[config.mk]
export PLATFORM = sky130hd
export DESIGN_NAME = ro_freq_meter_flat
export DESIGN_NICKNAME = d
export VERILOG_FILES = /design/src/rtl/ro_meter_pkg.sv /design/src/rtl/ro_freq_meter_if.sv /design/src/rtl/ro_edge_sync.sv /design/src/rtl/ro_freq_meter.sv /design/src/flat_wrapper.sv
export SDC_FILE = /design/constraint.sdc
export NUM_CORES = 1
export LEC_CHECK = 0
export BUFFER_PORTS_ARGS = -buffer_cell sky130_fd_sc_hd__buf_2
export CAP_MARGIN = 40
export CORE_UTILIZATION = 51
export DETAILED_ROUTE_END_ITERATION = 8
export PLACE_DENSITY = 0.76
export RECOVER_POWER = 100
export SKIP_LAST_GASP = 1
export SYNTH_ARGS = -nofsm -noshare
export SYNTH_HDL_FRONTEND = slang
export SYNTH_SLANG_ARGS = --single-unit
[constraint.sdc]
create_clock -name clk -period 2 [get_ports clk]
set_input_delay 0.4 -clock clk [delete_from_list [all_inputs] [get_ports clk]]
set_output_delay 0.4 -clock clk [all_outputs]
set_load 0.005 [all_outputs]
[src/rtl/ro_meter_pkg.sv]
// Shared types and constants for the ring-oscillator aging-sensor meter.
package ro_meter_pkg;

  typedef enum logic [2:0] {
    IDLE,
    STRESS,
    SETTLE,
    MEASURE,
    DONE
  } state_t;

  localparam int DEF_CNT_W         = 16;
  localparam int DEF_GATE_W        = 16;
  localparam int DEF_STRESS_W      = 24;
  localparam int DEF_SETTLE_CYCLES = 8;
  localparam int DEF_SYNC_STAGES   = 2;

  // Floors that keep the synchronizer primed before the gate opens.
  localparam int MIN_SETTLE_CYCLES = 3;
  localparam int MIN_SYNC_STAGES   = 2;

  function automatic int max_int(input int a, input int b);
    return (a > b) ? a : b;
  endfunction

endpackage

[src/rtl/ro_freq_meter_if.sv]
// Host-side control/readout bundle of the RO frequency meter.
interface ro_freq_meter_if
  import ro_meter_pkg::*;
#(
  parameter int CNT_W    = DEF_CNT_W,
  parameter int GATE_W   = DEF_GATE_W,
  parameter int STRESS_W = DEF_STRESS_W
);
  logic                start;
  logic [GATE_W-1:0]   gate_len;
  logic [STRESS_W-1:0] stress_len;
  logic                busy;
  logic                done;
  logic [CNT_W-1:0]    count;
  logic                overflow;

  modport master (
    output start, gate_len, stress_len,
    input  busy, done, count, overflow
  );

  modport slave (
    input  start, gate_len, stress_len,
    output busy, done, count, overflow
  );
endinterface

[src/rtl/ro_edge_sync.sv]
// Brings the asynchronous RO output into clk and flags each synced rising edge.
module ro_edge_sync
  import ro_meter_pkg::*;
#(
  parameter int SYNC_STAGES = DEF_SYNC_STAGES
) (
  input  logic clk,
  input  logic rst,
  input  logic ro_in,
  output logic rise
);
  logic [SYNC_STAGES-1:0] sync_q;
  logic                   prev_q;

  // NOTE: non-blocking assignments make every stage sample the previous stage's old value, forming a real shift chain.
  always_ff @(posedge clk or posedge rst) begin
    if (rst) begin
      sync_q <= '0;
      prev_q <= 1'b0;
    end else begin
      sync_q <= {sync_q[SYNC_STAGES-2:0], ro_in};
      prev_q <= sync_q[SYNC_STAGES-1];
    end
  end

  assign rise = sync_q[SYNC_STAGES-1] & ~prev_q;
endmodule

[src/rtl/ro_freq_meter.sv]
// RO aging-sensor controller: stress -> settle -> gated edge count -> done.
// Optional STRESS phase is built only when RO_STRESS_EN is defined.
module ro_freq_meter
  import ro_meter_pkg::*;
#(
  parameter int CNT_W         = DEF_CNT_W,
  parameter int GATE_W        = DEF_GATE_W,
  parameter int STRESS_W      = DEF_STRESS_W,
  parameter int SETTLE_CYCLES = DEF_SETTLE_CYCLES,
  parameter int SYNC_STAGES   = DEF_SYNC_STAGES
) (
  input  logic           clk,
  input  logic           rst,
  ro_freq_meter_if.slave host,
  input  logic           ro_in,
  output logic           ro_mode,
  output logic           ro_stress
);
  localparam int SETTLE_N = max_int(SETTLE_CYCLES, MIN_SETTLE_CYCLES);
  localparam int SYNC_N   = max_int(SYNC_STAGES, MIN_SYNC_STAGES);
  localparam int PH_W     = max_int(max_int(GATE_W, STRESS_W), $clog2(SETTLE_N + 1));

  localparam logic [PH_W-1:0]  PH_ONE      = PH_W'(1);
  localparam logic [PH_W-1:0]  SETTLE_LOAD = PH_W'(SETTLE_N - 1);
  localparam logic [CNT_W-1:0] CNT_ONE     = CNT_W'(1);
  localparam logic [CNT_W-1:0] CNT_MAX     = '1;

  state_t            state;
  logic [PH_W-1:0]   phase;
  logic [GATE_W-1:0] gate_q;
  logic              rise;

  ro_edge_sync #(.SYNC_STAGES(SYNC_N)) u_sync (
    .clk   (clk),
    .rst   (rst),
    .ro_in (ro_in),
    .rise  (rise)
  );

`ifdef RO_STRESS_EN
  logic stress_q;
  assign ro_stress = stress_q;
`else
  logic unused_stress;
  assign unused_stress = ^host.stress_len;
  assign ro_stress     = 1'b0;
`endif

  always_ff @(posedge clk or posedge rst) begin
    if (rst) begin
      state         <= IDLE;
      phase         <= '0;
      gate_q        <= '0;
      ro_mode       <= 1'b0;
      host.busy     <= 1'b0;
      host.done     <= 1'b0;
      host.count    <= '0;
      host.overflow <= 1'b0;
`ifdef RO_STRESS_EN
      stress_q      <= 1'b0;
`endif
    end else begin
      host.done <= 1'b0;
      case (state)
        IDLE: begin
          if (host.start) begin
            gate_q        <= host.gate_len;
            host.count    <= '0;
            host.overflow <= 1'b0;
            host.busy     <= 1'b1;
`ifdef RO_STRESS_EN
            if (host.stress_len != '0) begin
              state    <= STRESS;
              phase    <= PH_W'(host.stress_len) - PH_ONE;
              stress_q <= 1'b1;
            end else begin
              state   <= SETTLE;
              phase   <= SETTLE_LOAD;
              ro_mode <= 1'b1;
            end
`else
            state   <= SETTLE;
            phase   <= SETTLE_LOAD;
            ro_mode <= 1'b1;
`endif
          end
        end
`ifdef RO_STRESS_EN
        STRESS: begin
          if (phase == '0) begin
            state    <= SETTLE;
            phase    <= SETTLE_LOAD;
            stress_q <= 1'b0;
            ro_mode  <= 1'b1;
          end else begin
            phase <= phase - PH_ONE;
          end
        end
`endif
        SETTLE: begin
          // A zero gate length still opens the window for one cycle.
          if (phase == '0) begin
            state <= MEASURE;
            phase <= (gate_q == '0) ? '0 : PH_W'(gate_q) - PH_ONE;
          end else begin
            phase <= phase - PH_ONE;
          end
        end
        MEASURE: begin
          if (rise) begin
            if (host.count == CNT_MAX) host.overflow <= 1'b1;
            else                       host.count    <= host.count + CNT_ONE;
          end
          if (phase == '0) begin
            state     <= DONE;
            host.done <= 1'b1;
            ro_mode   <= 1'b0;
          end else begin
            phase <= phase - PH_ONE;
          end
        end
        DONE: begin
          state     <= IDLE;
          host.busy <= 1'b0;
        end
        default: begin
          state     <= IDLE;
          host.busy <= 1'b0;
          ro_mode   <= 1'b0;
        end
      endcase
    end
  end
endmodule

[src/flat_wrapper.sv]
// flat-port wrapper written by rule: the top's interface ports become plain ports
module ro_freq_meter_flat import ro_meter_pkg::*;
#(
  parameter int CNT_W         = DEF_CNT_W,
  parameter int GATE_W        = DEF_GATE_W,
  parameter int STRESS_W      = DEF_STRESS_W,
  parameter int SETTLE_CYCLES = DEF_SETTLE_CYCLES,
  parameter int SYNC_STAGES   = DEF_SYNC_STAGES
)
  (clk, rst, ro_in, ro_mode, ro_stress, host_start, host_gate_len, host_stress_len, host_busy, host_done, host_count, host_overflow);
  ro_freq_meter_if #(.CNT_W(CNT_W), .GATE_W(GATE_W), .STRESS_W(STRESS_W)) host_i ();
  input  logic clk;
  input  logic rst;
  input  logic ro_in;
  output logic ro_mode;
  output logic ro_stress;
  input wire logic [$bits(host_i.start)-1:0] host_start;
  input wire logic [$bits(host_i.gate_len)-1:0] host_gate_len;
  input wire logic [$bits(host_i.stress_len)-1:0] host_stress_len;
  output wire logic [$bits(host_i.busy)-1:0] host_busy;
  output wire logic [$bits(host_i.done)-1:0] host_done;
  output wire logic [$bits(host_i.count)-1:0] host_count;
  output wire logic [$bits(host_i.overflow)-1:0] host_overflow;
  assign host_i.start = host_start;
  assign host_i.gate_len = host_gate_len;
  assign host_i.stress_len = host_stress_len;
  assign host_busy = host_i.busy;
  assign host_done = host_i.done;
  assign host_count = host_i.count;
  assign host_overflow = host_i.overflow;
  ro_freq_meter #(.CNT_W(CNT_W), .GATE_W(GATE_W), .STRESS_W(STRESS_W), .SETTLE_CYCLES(SETTLE_CYCLES), .SYNC_STAGES(SYNC_STAGES)) u_core (.clk(clk), .rst(rst), .host(host_i), .ro_in(ro_in), .ro_mode(ro_mode), .ro_stress(ro_stress));
endmodule
# Word level (Yosys, flattened, before mapping)
# Cells that the tools add are included.
[totals]
romBits = 0
memories = 0
in_bits = 44
reg_bits = 66
latchBits = 0
wordCells = 65
output_inout_bits = 21
mem_bits_rw = 0
[classes]
magnitude_cmp = 0
n_mul = 0
n_mux = 23
n_reduce_logical = 14
eq_ne = 11
div_mod_pow = 0
bitwise = 4
shifts = 0
addsub = 3
[op_table]
columns = ["op", "n"]
rows = [
  ["2-to-1 mux 24 bit", 4],
  ["one-hot mux 24 bit (3 select lines)", 1],
  ["2-to-1 mux 16 bit", 3],
  ["one-hot mux 16 bit (2 select lines)", 1],
  ["zero test 24 bit", 1],
  ["subtractor 24 x 1 -> 24 bit (second input constant)", 1],
  ["subtractor 16 x 1 -> 17 bit (second input constant)", 1],
  ["adder 16 x 1 -> 16 bit (second input constant)", 1],
  ["equality test 16 bit (second input constant)", 1],
  ["zero test 16 bit", 1],
  ["2-to-1 mux 3 bit", 3],
  ["one-hot mux 3 bit (3 select lines)", 1],
  ["AND reduction 3 bit", 3],
  ["inequality test 2 x 1 -> 1 bit (second input constant)", 4],
  ["AND reduction 4 bit", 2],
  ["2-to-1 mux 1 bit", 7],
  ["equality test 3 x 2 -> 1 bit (second input constant)", 2],
  ["inequality test 2 bit (second input constant)", 3],
  ["one-hot mux 1 bit (2 select lines)", 2],
  ["AND reduction 2 bit", 2],
  ["OR reduction 2 bit", 2],
  ["equality test 3 bit (second input constant)", 1],
  ["zero test 3 bit", 1],
  ["NOT 1 bit", 3],
  ["other kinds (4)", 4],
]

# Logic depth before layout (Yosys ltp)
# Gate-level depths: netlist of the first run.
[logic_depth]
depth_word = 4
mapped_depth = 10
mapped_depth_nobuf = 8

# Modules after synthesis
# From an unflattened synthesis of the first run, not the netlist that was laid out.
[unflattened]
hier_cells = 434
area_unflattened_um2 = 3861.2
[by_module_without_submodules]
columns = ["module", "cells_each", "seq_area_each_um2", "n_inst", "area_each_um2"]
rows = [
  ["ro_freq_meter", 429, 1576.5, 1, 3768.6],
  ["ro_edge_sync", 5, 75.1, 1, 92.6],
]

# Least setup slack after synthesis of the first run
# No wires, ideal clock.
[synth_timing]
kind = "flip-flop to flip-flop"
startpoint = "register u_core.phase[0]"
endpoint = "register u_core.phase[20]"
setup_time_ns = 0.127
arrival_time_ns = 2.078
required_ns = 1.873
path_buffers = 0
synth_period_minus_slack_ns = 2.205
slack_ns = -0.205
path_stages_with_launch = 8
cell_sequence = "dfrtp_1 -> inv_1 -> ha_1 -> or3b_2 -> or4_4 -> or3_1 -> a31oi_1 -> o21ai_1"
[synth_between]
elab_chain_cells = 3
elab_cells_between_ends = 7
classes_between = "add/sub: 1; eq/ne: 1; mux: 3; reduce/logical: 2"
[synth_rtl]
columns = ["item", "line_no", "rtl"]
rows = [
  ["start, declared", "ro_freq_meter.sv:29", "logic [PH_W-1:0] phase;"],
  ["start signal, assigned", "ro_freq_meter.sv:104", "phase <= (gate_q == '0) ? '0 : PH_W'(gate_q) - PH_ONE;"],
  ["start signal, assigned", "ro_freq_meter.sv:106", "phase <= phase - PH_ONE;"],
  ["start signal, assigned", "ro_freq_meter.sv:119", "phase <= phase - PH_ONE;"],
  ["subtractor 24 x 1 -> 24 bit / zero test 24 bit (equally long branches)", "--", ""],
  ["2-to-1 mux 24 bit (tied with other cells)", "ro_freq_meter.sv:114", "if (phase == '0) begin"],
  ["one-hot mux 24 bit (3 select lines) / AND reduction 3 bit (equally long branches)", "--", ""],
]
# Several ways; a longest one is shown, not always the timed one. The select of a mux whose other input is x is not followed.
# A chain may end at the register's enable or synchronous reset.

# Worst setup path in the final report of the first run
[layout_timing]
startpoint = "register u_core.phase[9]"
endpoint = "register u_core.phase[20]"
# The elaborated chain is that of the path after synthesis.

==> parameters.txt, run 1 <==
Parameter                              Value

Synth
  Main flop type after synthesis    dfrtp_1
  Count of flip-flops with a built-in enable after synthesis    0
  Number of distinct library cell variants in the gate-level netlist after synthesis    62
  Net count of the mapped netlist    482
  Syn Std Cell Area    0.003854 mm²
  Synth Instances    433
  Synth Area per Inst    8.900 µm²
  Yosys reg bits    66
  Count of yosys warnings during synthesis    0
  Fraction of registers with async set/reset    100.0%
  Share of the yosys chip area belonging to registers    42.86%

Setup path
  Startpoint-to-endpoint class of the critical path    register to register
  Crit Reg-Reg Startpoint    u_core.phase[9]
  Count of buffering cells on the critical path with inverters included    0
  Worst path cell trace    or4_4, or4_4, or3_1, a31oi_1, o21ai_1
  Largest fanout of any net on the critical path    4
  Kind of end point of the critical path    register
  Critical Path Most Common Cell    or4_4
  WP data required    2.23 ns
  Crit-path max cell delay    0.56 ns
  Data arrival time of the critical path    2.40 ns
  Type of origin of the critical path    register
  Family with the most delay on the worst path    simple AND/OR/NAND/NOR gates
  Reg2reg end    u_core.phase[20]
  Count of cells along the worst register-to-register path    5
  Internal reg-to-reg setup slack    -0.17 ns
  Launch point of the critical path    u_core.phase[9]
  Cell with the biggest individual delay on the critical path    or4_4

Finish
  Most common library cell in the layout ignoring fill and taps    buf_4
  Non-filler cells, final    674
  Post-route cell area    0.005360 mm²
  Most used cells in the layout excluding fill and tap cells    86 x buf_4, 65 x dfrtp_1, 60 x nand2_1, 34 x buf_2, 28 x nor2_1
  Count of inserted antenna diode cells    0
  Layout-stage area growth over the synthesis result    39.09%
  Layout cell share with drive strength beyond 1    36.00%
  Number of nets at the end of the flow    620

Timing
  Pins over their slew limit    67
  Worst-case setup margin in the final layout    -0.1695 ns
  Endpoints failing hold    0
  Final Cycle Share    108.5%
  Max-slew headroom at the worst pin    -10.70%
  Worst clock skew on the final layout    0.01567 ns
  Minimum clock period    2.169 ns
  Highest clock rate    460.9 MHz
  Slew at the pin with the worst max-slew slack    1.661 ns
  Setup violators final    24
  RSZ-0062 raised after global routing    true

Global routing
  Overall routing resource usage    28.80%
  Pin count of the biggest net entering global routing    67
  Wire length of the first global-routing pass    17,450 µm
  Vias in the first global route    3,782
  Congestion Overflow GR    0
  Number of antenna violations at the first check in global routing    0

CTS
  Deepest level of the CTS H-tree    3
  Total clock buffers created by CTS    9
  TritonCTS clock tree    built
  TritonCTS Sinks    66
  Clock insertion delay at the later pin of the skew report    0.36 ns
  Worst-path clk slew    0.07 ns
  Clock Path Buffers    2
  Root Driver    clkbuf_8

Flow run
  Max-Cap Viols    1

Power and ir drop
  Peak supply drop    0.4671 mV
  Reported leakage power    2.400 nW
  Power per unit of standard cell area    1024 mW/mm²

Floorplan
  FP Rows    31
  Die X-Extent    88.93 µm
  Die area    0.007908 mm²
  Effective utilization at floorplan    52.85%
  Standard cell core area    0.007292 mm²
  Height of the die    88.93 µm
  Total I/O pin count    65

Route
  Drt drc    0
  Violation count after the first detailed-routing iteration    298
  Via count normalized by instance count    6.025
  Routed Wire Length    11,650 µm
  Vias after detailed routing    4,061
  Detailed Routing Iterations Pass 1    5
  Per-cell routed wire length    17.28 µm
  Count of nets left with antenna violations after detail routing    0

Placed design
  Area after detailed placement    0.004737 mm²
  I/O Buffers    39
  Number of instances in the placed design    635
  Final weighted congestion of routability-driven global placement    0.8805
  Total half-perimeter wirelength after legalization and detailed placement    7031 µm

Hold path
  Worst hold-check path type    input port to register
  Hold path startpoint    ro_in
  Number of cells on the worst hold path    1
  Capture endpoint of the worst hold path    u_core.u_sync.sync_q[0]

Run status
  Result of the run    finished, violations left
  Violated checks    capacitance limit, slew limit, setup timing
[metrics by stage]
stage	util (%)	power [mW]	TNS [ns]	setup WS [ns]	hold slack (ns)
final	73.51	5.488	-2.021	-0.1695	0.1542
after detailed placement	64.96	3.963	-1.539	-0.1458	0.3449
after global placement	64.96	3.875	-0.9851	-0.1361	0.3367
after floorplan	-	2.981	-0.2615	-0.1271	0.3312
after CTS	69.84	5.141	-1.239	-0.1766	0.1530
after global routing	73.51	5.754	-3.835	-0.2380	0.1427
[worst register-to-register path, cell delays in order, from the launching register on]
cell     delay (ns)
dfrtp_1        0.38
or4_4          0.55
or4_4          0.56
or3_1          0.32
a31oi_1        0.16
o21ai_1        0.07
[cells in the mapped netlist (2+ instances only)]
cell type   n  area (µm²)
o22ai_1     8       50.05
nor3b_1     3       22.52
o211ai_1    5       37.54
or3_1      10       62.56
buf_6       2       22.52
and2_1      3       18.77
inv_1      27       101.4
a31oi_1     6       37.54
dfrtp_1    66        1652
nand4_1     6       37.54
nor4_2      4       50.05
o31ai_1     2       15.01
nor4_1      5       31.28
o21ai_0    25       125.1
buf_2       2       10.01
a22o_1      7       61.31
nand4b_1    3       26.28
nand4_2     2       25.02
a221oi_1    2       17.52
or4_4       3       33.78
ha_1        5       62.56
a21oi_1    18       90.09
o2111ai_1   5       43.79
nor3_1     20       100.1
o2bb2ai_1   5       43.79
nand2_1    60       225.2
a22oi_1     4       30.03
nor2_1     30       112.6
nand2b_1    3       18.77
nor2b_1     2       12.51
xnor2_1     9       78.83
nand3_1    11       55.05
and3_1      3       18.77
and4_1      2       17.52
o21ai_1     6       30.03
or4_1       7       52.55
o311ai_0    2       17.52
a41oi_1     3       26.28
clkbuf_1    9       33.78
a21o_1      2       15.01
xor2_1     10       87.58
a32oi_1     6       52.55
[worst max path at each step]
| stage | to | slack [ns] | cells after the start |
|---|---|---|---|
| 3_3_place_gp | u_core.phase[20] | -0.14 | 5 |
| 3_5_place_dp | u_core.phase[14] | -0.15 | 5 |
| 5_1_grt | u_core.phase[18] | -0.24 | 8 |
| 6_report | u_core.phase[20] | -0.17 | 5 |
| 2_1_floorplan | u_core.phase[20] | -0.13 | 5 |
| 4_1_cts | u_core.phase[14] | -0.18 | 5 |
[metal layers]
layer  global-route usage (%)  part of all wire [%]  vias up
met5                        0                     0        -
met1                    37.30                    41     1975
li1                         -                     -     1873
met3                    5.171                   5.2       46
met2                    47.48                    50      167
met4                    12.61                   3.2        0
[state kept, by name, summed over array words and instances (netlist names)]
name	flops
u_core.u_sync.prev_q	1
u_core.phase	24
u_core.host.count	16
u_core.ro_mode	1
u_core.gate_q	16
u_core.state	3
u_core.host.busy	1
u_core.host.done	1
u_core.u_sync.sync_q	2
u_core.host.overflow	1
[timing repair]
item / in CTS / in global routing
gates cloned: 0 / 1
setup buffers: 11 / 12
hold buffers: 0 / 0
setup endpoints to repair: 23 / 38
pin swaps: 16 / 30
resized for setup: 22 / 60
[layout make-up]
type                            count  area, µm²
Multi-Input combinational cell    323       2298
Fill cell                         546       1932
Sequential cell                    66       1653
Timing Repair Buffer              143      999.7
Clock buffer                       13      158.9
Tap cell                           99      123.9
Inverter                           28      113.9
Clock inverter                      2      12.51
[logic make-up after synthesis]
kind of cell,share of synthesized area [%]
buffers and inverters,5.097
adders and majority gates,1.623
AOI/OAI and AO/OA,20.16
other,0.09731
DFF,42.86
and+or+nand+nor,25.59
xor gates and xnor gates,4.318
muxes,0.2598
[where the power goes]
| group | internal [mW] | switching (mW) | total [mW] |
|---|---|---|---|
| Sequential | 1.65 | 0.347 | 1.99 |
| Clock | 0.511 | 0.528 | 1.04 |
| Combinational | 1.25 | 1.21 | 2.46 |
(Power assumes the default switching activity.)
==> run 2, diff against run 1 <==
--- a/config.mk
+++ b/config.mk
@@ -7,6 +7,7 @@
 export LEC_CHECK = 0
 export BUFFER_PORTS_ARGS = -buffer_cell sky130_fd_sc_hd__buf_2
 export CAP_MARGIN = 40
+export CORE_ASPECT_RATIO = 1.25
 export CORE_UTILIZATION = 51
 export DETAILED_ROUTE_END_ITERATION = 8
 export PLACE_DENSITY = 0.76
==> run 2 against run 1 <==
The flow still finishes with violations (capacitance limit, slew limit, setup timing). First-iteration DRC count fell by 1.7%. Critical endpoint is now u_core.phase[15]. Highest routed layer unchanged. Final cell count decreased by 2.4%. Maximum frequency down 3.4%. Clock skew down 0.0060 ns. Via count decreased by 2.9%. Clock power rose by 14%. Largest cell class unchanged. Register-to-register slack worse by 0.08 ns. Wire length fell by 1.8%. Hold slack got worse by 0.0076 ns.
==> parameters.txt, run 2 (synthesis results as in run 1) <==
Parameter                              Value

Global routing
  Vias in the first global route    3,856 (+2.0%)
  Number of antenna violations at the first check in global routing    0 (unchanged)
  Pin count of the biggest net entering global routing    67 (unchanged)
  Wire length of the first global-routing pass    17,550 µm (+0.59%)
  Congestion Overflow GR    0 (unchanged)
  Overall routing resource usage    28.49% (-0.31 points)

Finish
  Most common library cell in the layout ignoring fill and taps    buf_4
  Top flop regs    u_core.phase x24, u_core.gate_q x16, u_core.host.count x16
  Count of inserted antenna diode cells    0 (unchanged)
  Max reg flops    24 (unchanged)
  Layout cell share with drive strength beyond 1    33.57% (-2.4 points)
  Number of nets at the end of the flow    610 (-1.6%)
  Layout-stage area growth over the synthesis result    36.10%
  Non-filler cells, final    658 (-2.4%)
  Register with the highest flop count    u_core.phase
  Most used cells in the layout excluding fill and tap cells    77 x buf_4, 65 x dfrtp_1, 60 x nand2_1, 34 x buf_2, 29 x nor2_1

Flow run
  Max-Cap Viols    1 (unchanged)

CTS
  Worst-path clk slew    0.08 ns (about the same)
  Quantity of hold-fixing buffers added after cts    0 (unchanged)
  Clock insertion delay at the later pin of the skew report    0.36 ns (about the same)
  Total clock buffers created by CTS    9 (unchanged)
  TritonCTS Sinks    66 (unchanged)
  Clock Path Buffers    2 (unchanged)
  Root Driver    clkbuf_8
  Deepest level of the CTS H-tree    3 (unchanged)
  TritonCTS clock tree    built

Route
  Violation count after the first detailed-routing iteration    293 (-1.7%)
  Detailed Routing Iterations Pass 1    5 (unchanged)
  Count of nets left with antenna violations after detail routing    0 (unchanged)
  Vias after detailed routing    3,945 (-2.9%)
  Routed Wire Length    11,430 µm (-1.8%)
  Per-cell routed wire length    17.38 µm (+0.57%)
  Drt drc    0 (unchanged)
  Via count normalized by instance count    5.995 (-0.49%)

Setup path
  Count of buffering cells on the critical path with inverters included    1 (+1)
  Worst path cell trace    buf_4, or4_1, or4_1, nor3_2, o21ai_1, a22o_1
  Crit-path max cell delay    0.59 ns (+0.03 ns)
  Cell with the biggest individual delay on the critical path    or4_1
  Critical Path Most Common Cell    or4_1
  Kind of end point of the critical path    register
  Family with the most delay on the worst path    simple AND/OR/NAND/NOR gates
  Startpoint-to-endpoint class of the critical path    register to register
  Type of origin of the critical path    register
  Data arrival time of the critical path    2.49 ns (+0.09 ns)
  WP data required    2.24 ns (about the same)
  Largest fanout of any net on the critical path    5 (+1)

Floorplan
  Die area    0.007910 mm² (about the same)
  FP Rows    35 (+13%)
  Standard cell core area    0.007357 mm² (+0.89%)
  Effective utilization at floorplan    52.38% (-0.47 points)
  Height of the die    99.19 µm (+12%)
  Die X-Extent    79.75 µm (-10%)
  Total I/O pin count    65 (unchanged)

Placed design
  Total half-perimeter wirelength after legalization and detailed placement    7314 µm (+4.0%)
  I/O Buffers    39 (unchanged)
  Number of instances in the placed design    627 (-1.3%)
  Final weighted congestion of routability-driven global placement    0.8720 (-0.97%)

Power and ir drop
  Proportion of power drawn by combinational gates    42.5% (-2.3 points)
  Power per unit of standard cell area    1044 mW/mm² (+2.0%)
  Reported leakage power    2.339 nW (-2.5%)
  Peak supply drop    0.8786 mV (+88%)
  Power share of the sequential group    35.8% (-0.5 points)
  Power dissipated by switching net loads    2.038 mW (-2.2%)
  Relative contribution of the clock network to total power    21.7% (+2.8 points)
  Internal power    3.437 mW (+0.95%)
  Share of total power consumed by net switching    37.22% (-0.74 points)

Timing
  Minimum clock period    2.245 ns (+0.07562 ns)
  Max-slew headroom at the worst pin    -9.284% (+1.4 points)
  RSZ-0062 raised after global routing    true
  Worst-case setup margin in the final layout    -0.2451 ns (-0.07562 ns)
  Setup violators final    24 (unchanged)
  Final Cycle Share    112.3% (+3.8 points)
  Pins over their slew limit    67 (unchanged)
  Worst clock skew on the final layout    0.009646 ns (-0.006024 ns)
  Endpoints failing hold    0 (unchanged)
  Slew at the pin with the worst max-slew slack    1.639 ns (-0.02129 ns)
  Final Hold Slack    0.1466 ns (-0.007607 ns)
  Highest clock rate    445.4 MHz (-3.4%)

Run status
  Result of the run    finished, violations left
  Violated checks    capacitance limit, slew limit, setup timing

Hold path
  Worst hold-check path type    input port to register
==> run 2: worst register-to-register path: cells and delay by family (launching register included) <==
family                 cells  cell delay (ns)
AND/OR/NAND/NOR            3             1.24
flip-flops                 1             0.40
AO/OA/AOI/OAI              2             0.33
buffers and inverters      1             0.16
==> run 2: per-stage QoR <==
step / TNS (ns) / power [mW] / util (%) / cell area [µm²] / setup WS [ns]
2_1_floorplan: -0.2615 / 2.981 / - / 3894 / -0.1271
3_3_place_gp: -0.7089 / 3.841 / 64.34 / 4733 / -0.1376
3_5_place_dp: -1.585 / 3.941 / 64.34 / 4733 / -0.1637
4_1_cts: -0.5440 / 5.258 / 68.81 / 5062 / -0.1560
5_1_grt: -5.536 / 5.764 / 71.29 / 5245 / -0.2991
6_report: -2.129 / 5.475 / 71.29 / 5245 / -0.2451
==> run 2: power by group through the flow <==
stage	registers [mW]	logic, mW	clock network, mW
2_1_floorplan	1.99	0.991	0
3_3_place_gp	1.92	1.92	0
3_5_place_dp	1.95	1.99	0
4_1_cts	1.95	2.12	1.19
5_1_grt	2.00	2.51	1.26
6_report	1.96	2.32	1.19
==> run 2: area by class of cell <==
| cell class | count | area [µm²] |
|---|---|---|
| multi-input combinational | 323 | 2228 |
| sequential | 66 | 1653 |
| inverter | 28 | 111.4 |
| clock inverter | 4 | 50.05 |
| timing repair buffer | 133 | 932.1 |
| fill | 533 | 2112 |
| tap | 92 | 115.1 |
| clock buffer | 12 | 155.1 |
==> run 2: layer usage <==
metal,track usage (%),vias to the layer above,routed length (µm)
met3,5.413,50,481
li1,-,1853,-
met2,46.88,149,5814
met5,0,-,0
met4,15.66,0,485
met1,34.97,1893,4652
==> run 2: final timing paths <==
path,from,to,slack [ns],depth (start not counted)
max,u_core.phase[0],u_core.phase[15],-0.25,6
min,ro_in,u_core.u_sync.sync_q[0],0.15,1
max reg2reg,u_core.phase[0],u_core.phase[15],-0.25,6
min reg2reg,u_core.u_sync.sync_q[0],u_core.u_sync.sync_q[1],0.36,0
max in group asynchronous,rst,u_core.gate_q[10],0.29,3
min in group asynchronous,rst,u_core.host.done,0.60,3
==> run 2: what timing repair did <==
item / 4_1_cts / 5_1_grt
gates cloned: 0 / 2
pin swaps: 11 / 30
resized for setup: 18 / 43
endpoints found under the hold margin: 0 / 0
endpoints found under the setup margin: 25 / 33
buffers inserted: 4 / 9
==> run 3, diff against run 2 <==
--- a/config.mk
+++ b/config.mk
@@ -12,7 +12,9 @@
 export DETAILED_ROUTE_END_ITERATION = 8
 export PLACE_DENSITY = 0.76
 export RECOVER_POWER = 100
+export SKIP_CTS_REPAIR_TIMING = 1
 export SKIP_LAST_GASP = 1
 export SYNTH_ARGS = -nofsm -noshare
 export SYNTH_HDL_FRONTEND = slang
+export SYNTH_HIERARCHICAL = 1
 export SYNTH_SLANG_ARGS = --single-unit
==> run 3 against run 2 <==
The run ends with setup timing left. Via count up 4.1%. Die area up 0.19%. Synthesized cell count up 0.23%. First-iteration DRC count is 3.1% higher.
==> parameters.txt, run 3 <==
Parameter                              Value

Run status
  Result of the run    finished, violations left
  Violated checks    setup timing

Finish
  Number of nets at the end of the flow    618 (+1.3%)
  Most common library cell in the layout ignoring fill and taps    buf_4
  Top flop regs    u_core/phase x24, u_core/gate_q x16, u_core/host.count x16
  Most used cells in the layout excluding fill and tap cells    85 x buf_4, 77 x nand2_1, 65 x dfrtp_1, 34 x buf_2, 30 x nor2_1
  Layout-stage area growth over the synthesis result    36.81%
  Util after Layout    71.80% (+0.51 points)
  Count of inserted antenna diode cells    0 (unchanged)
  Layout cell share with drive strength beyond 1    33.39% (-0.18 points)
  Register with the highest flop count    u_core/phase
  Non-filler cells, final    667 (+1.4%)
  Max reg flops    24 (unchanged)

Route
  Per-cell routed wire length    17.29 µm (-0.49%)
  Drt drc    0 (unchanged)
  Vias after detailed routing    4,107 (+4.1%)
  Routed Wire Length    11,530 µm (+0.87%)
  Violation count after the first detailed-routing iteration    302 (+3.1%)
  Detailed Routing Iterations Pass 1    5 (unchanged)
  Via count normalized by instance count    6.157 (+2.7%)
  Count of nets left with antenna violations after detail routing    0 (unchanged)

Timing
  RSZ-0062 raised after global routing    true
  Max-slew headroom at the worst pin    44.13% (+53 points)
  Setup violators final    20 (-17%)
  Setup TNS Final    -1.441 ns (+0.6876 ns)
  Slew at the pin with the worst max-slew slack    0.8371 ns (-0.8021 ns)
  Endpoints failing hold    0 (unchanged)
  Highest clock rate    435.3 MHz (-2.3%)
  Worst-case setup margin in the final layout    -0.2973 ns (-0.05221 ns)
  Pins over their slew limit    0 (-100%)
  Minimum clock period    2.297 ns (+0.05221 ns)
  Worst clock skew on the final layout    0.01414 ns (+0.004497 ns)
  Final Cycle Share    114.9% (+2.6 points)

Synth
  Syn Std Cell Area    0.003861 mm² (+0.19%)
  Main flop type after synthesis    dfrtp_1
  Most instantiated library cell after synthesis    nand2_1
  Most used standard cells in the synthesized netlist    77 x nand2_1, 66 x dfrtp_1, 32 x nor2_1, 22 x a21oi_1, 19 x o21ai_0
  Synth Area per Inst    8.897 µm² (about the same)
  Yosys reg bits    66 (unchanged)
  Fraction of synthesized cell area taken by the top area cell type    42.77% (-0.083 points)
  Number of distinct library cell variants in the gate-level netlist after synthesis    75 (+21%)
  Biggest area contributors in the synthesized netlist    dfrtp_1 43%, nand2_1 7.5%, nor2_1 3.1%, a21oi_1 2.9%, o21ai_0 2.5%
  Synth Instances    434 (+0.23%)
  Net count of the mapped netlist    482 (unchanged)
  Count of flip-flops with a built-in enable after synthesis    0 (unchanged)
  Share of the yosys chip area belonging to registers    42.77% (-0.083 points)
  Count of yosys warnings during synthesis    6 (+6)
  Fraction of registers with async set/reset    100.0% (unchanged)
  Largest area contributor in the synthesized netlist    dfrtp_1

Setup path
  Type of origin of the critical path    register
  Kind of end point of the critical path    register
  Worst path cell trace    inv_1, ha_4, nor2b_4, nand4_1, buf_4, nor4_4, mux2_4, a31oi_1
  WP data required    2.23 ns (about the same)
  Data arrival time of the critical path    2.53 ns (+0.04 ns)
  Startpoint-to-endpoint class of the critical path    register to register
  Largest fanout of any net on the critical path    3 (-2)
  Count of buffering cells on the critical path with inverters included    2 (+1)
  Crit-path max cell delay    0.39 ns (-0.20 ns)
  Cell with the biggest individual delay on the critical path    dfrtp_1
  Family with the most delay on the worst path    simple AND/OR/NAND/NOR gates

Floorplan
  Die area    0.007925 mm² (+0.19%)
  Height of the die    99.28 µm (about the same)
  Die X-Extent    79.83 µm (about the same)
  Standard cell core area    0.007357 mm² (unchanged)
  Effective utilization at floorplan    52.48% (+0.10 points)
  FP Rows    35 (unchanged)
  Total I/O pin count    65 (unchanged)

Power and ir drop
  Peak supply drop    0.5135 mV (-42%)
  Design Power    2.888 mW (-47%)
  Power per unit of standard cell area    546.7 mW/mm² (-48%)
  Reported leakage power    2.376 nW (+1.6%)

CTS
  Total clock buffers created by CTS    9 (unchanged)
  Clock Path Buffers    2 (unchanged)
  TritonCTS clock tree    built
  Clock insertion delay at the later pin of the skew report    0.35 ns (about the same)
  TritonCTS Sinks    66 (unchanged)
  Worst-path clk slew    0.07 ns (about the same)
  Root Driver    clkbuf_8
  Deepest level of the CTS H-tree    3 (unchanged)

Hold path
  Worst hold-check path type    input port to register

Global routing
  Pin count of the biggest net entering global routing    45 (-33%)
  Congestion Overflow GR    0 (unchanged)
  Wire length of the first global-routing pass    17,470 µm (-0.47%)
  Vias in the first global route    3,808 (-1.2%)
  Overall routing resource usage    28.33% (-0.16 points)
  Number of antenna violations at the first check in global routing    0 (unchanged)

Placed design
  Total half-perimeter wirelength after legalization and detailed placement    7635 µm (+4.4%)
  Number of instances in the placed design    637 (+1.6%)
  I/O Buffers    39 (unchanged)
  Worst Setup Slack post-DPL    -0.1543 ns (+0.009394 ns)
  Final weighted congestion of routability-driven global placement    0.9133 (+4.7%)

Flow run
  Max-Cap Viols    0 (-1)
==> run 3: area by class of cell <==
class	count	area, µm²
inverter	18	70.07
timing repair buffer	142	949.7
tap	92	115.1
clock buffer	12	165.2
multi-input combinational	333	2257
clock inverter	4	72.57
sequential	66	1653
fill	535	2074
==> run 3: kinds of logic after synthesis <==
| logic type | Yosys count | synth area share [%] |
|---|---|---|
| adders and majority gates | 4 | 1.296 |
| xor gates and xnor gates | 14 | 3.176 |
| AOI/OAI and AO/OA | 105 | 19.12 |
| muxes | 4 | 1.069 |
| DFF | 66 | 42.77 |
| other | 1 | 0.09712 |
| and+or+nand+nor | 205 | 28.45 |
| buffers and inverters | 35 | 4.018 |
==> run 3: path summary, 6_finish.rpt <==
kind | start | endpoint | slack (ns) | cells after the start
max in group asynchronous | rst | u_core/phase[8] | 0.50 | 4
worst min register to register | u_core/u_sync/sync_q[0] | u_core/u_sync/sync_q[1] | 0.35 | 0
worst max-delay path | u_core/phase[1] | u_core/phase[1] | -0.30 | 8
min in group asynchronous | rst | u_core/u_sync/sync_q[0] | 0.46 | 3
worst min-delay path | ro_in | u_core/u_sync/sync_q[0] | 0.17 | 1
worst max register to register | u_core/phase[1] | u_core/phase[1] | -0.30 | 8
==> run 3: metal layers <==
| layer | vias up | wire length, µm | GRT usage, % |
|---|---|---|---|
| met5 | - | 0 | 0 |
| met4 | 0 | 431 | 14.29 |
| met3 | 46 | 692 | 4.587 |
| met2 | 192 | 5766 | 46.09 |
| met1 | 1997 | 4642 | 36.33 |
| li1 | 1872 | - | - |
==> run 3: metrics by stage <==
stage | cell area [µm²] | hold slack [ns]
after global routing | 5283 | 0.1524
final | 5283 | 0.1686
after global placement | 4771 | 0.2881
after floorplan | 3866 | 0.1536
after CTS | 5020 | -0.07797
after detailed placement | 4782 | 0.2891
==> run 3: worst register-to-register path, cell delays in order, from the launching register on <==
cell     delay, ns
dfrtp_1       0.39
inv_1         0.16
ha_4          0.17
nor2b_4       0.14
nand4_1       0.19
buf_4         0.22
nor4_4        0.32
mux2_4        0.34
a31oi_1       0.26
==> run 3: where the power goes <==
part | switching (mW) | leakage (nW) | total [mW] | internal [mW]
clock network | 0.518 | 0.119 | 1.32 | 0.802
registers | 0.0298 | 0.774 | 1.39 | 1.36
logic | 0.0963 | 1.48 | 0.177 | 0.0808
total | 0.644 | 2.38 | 2.89 | 2.24
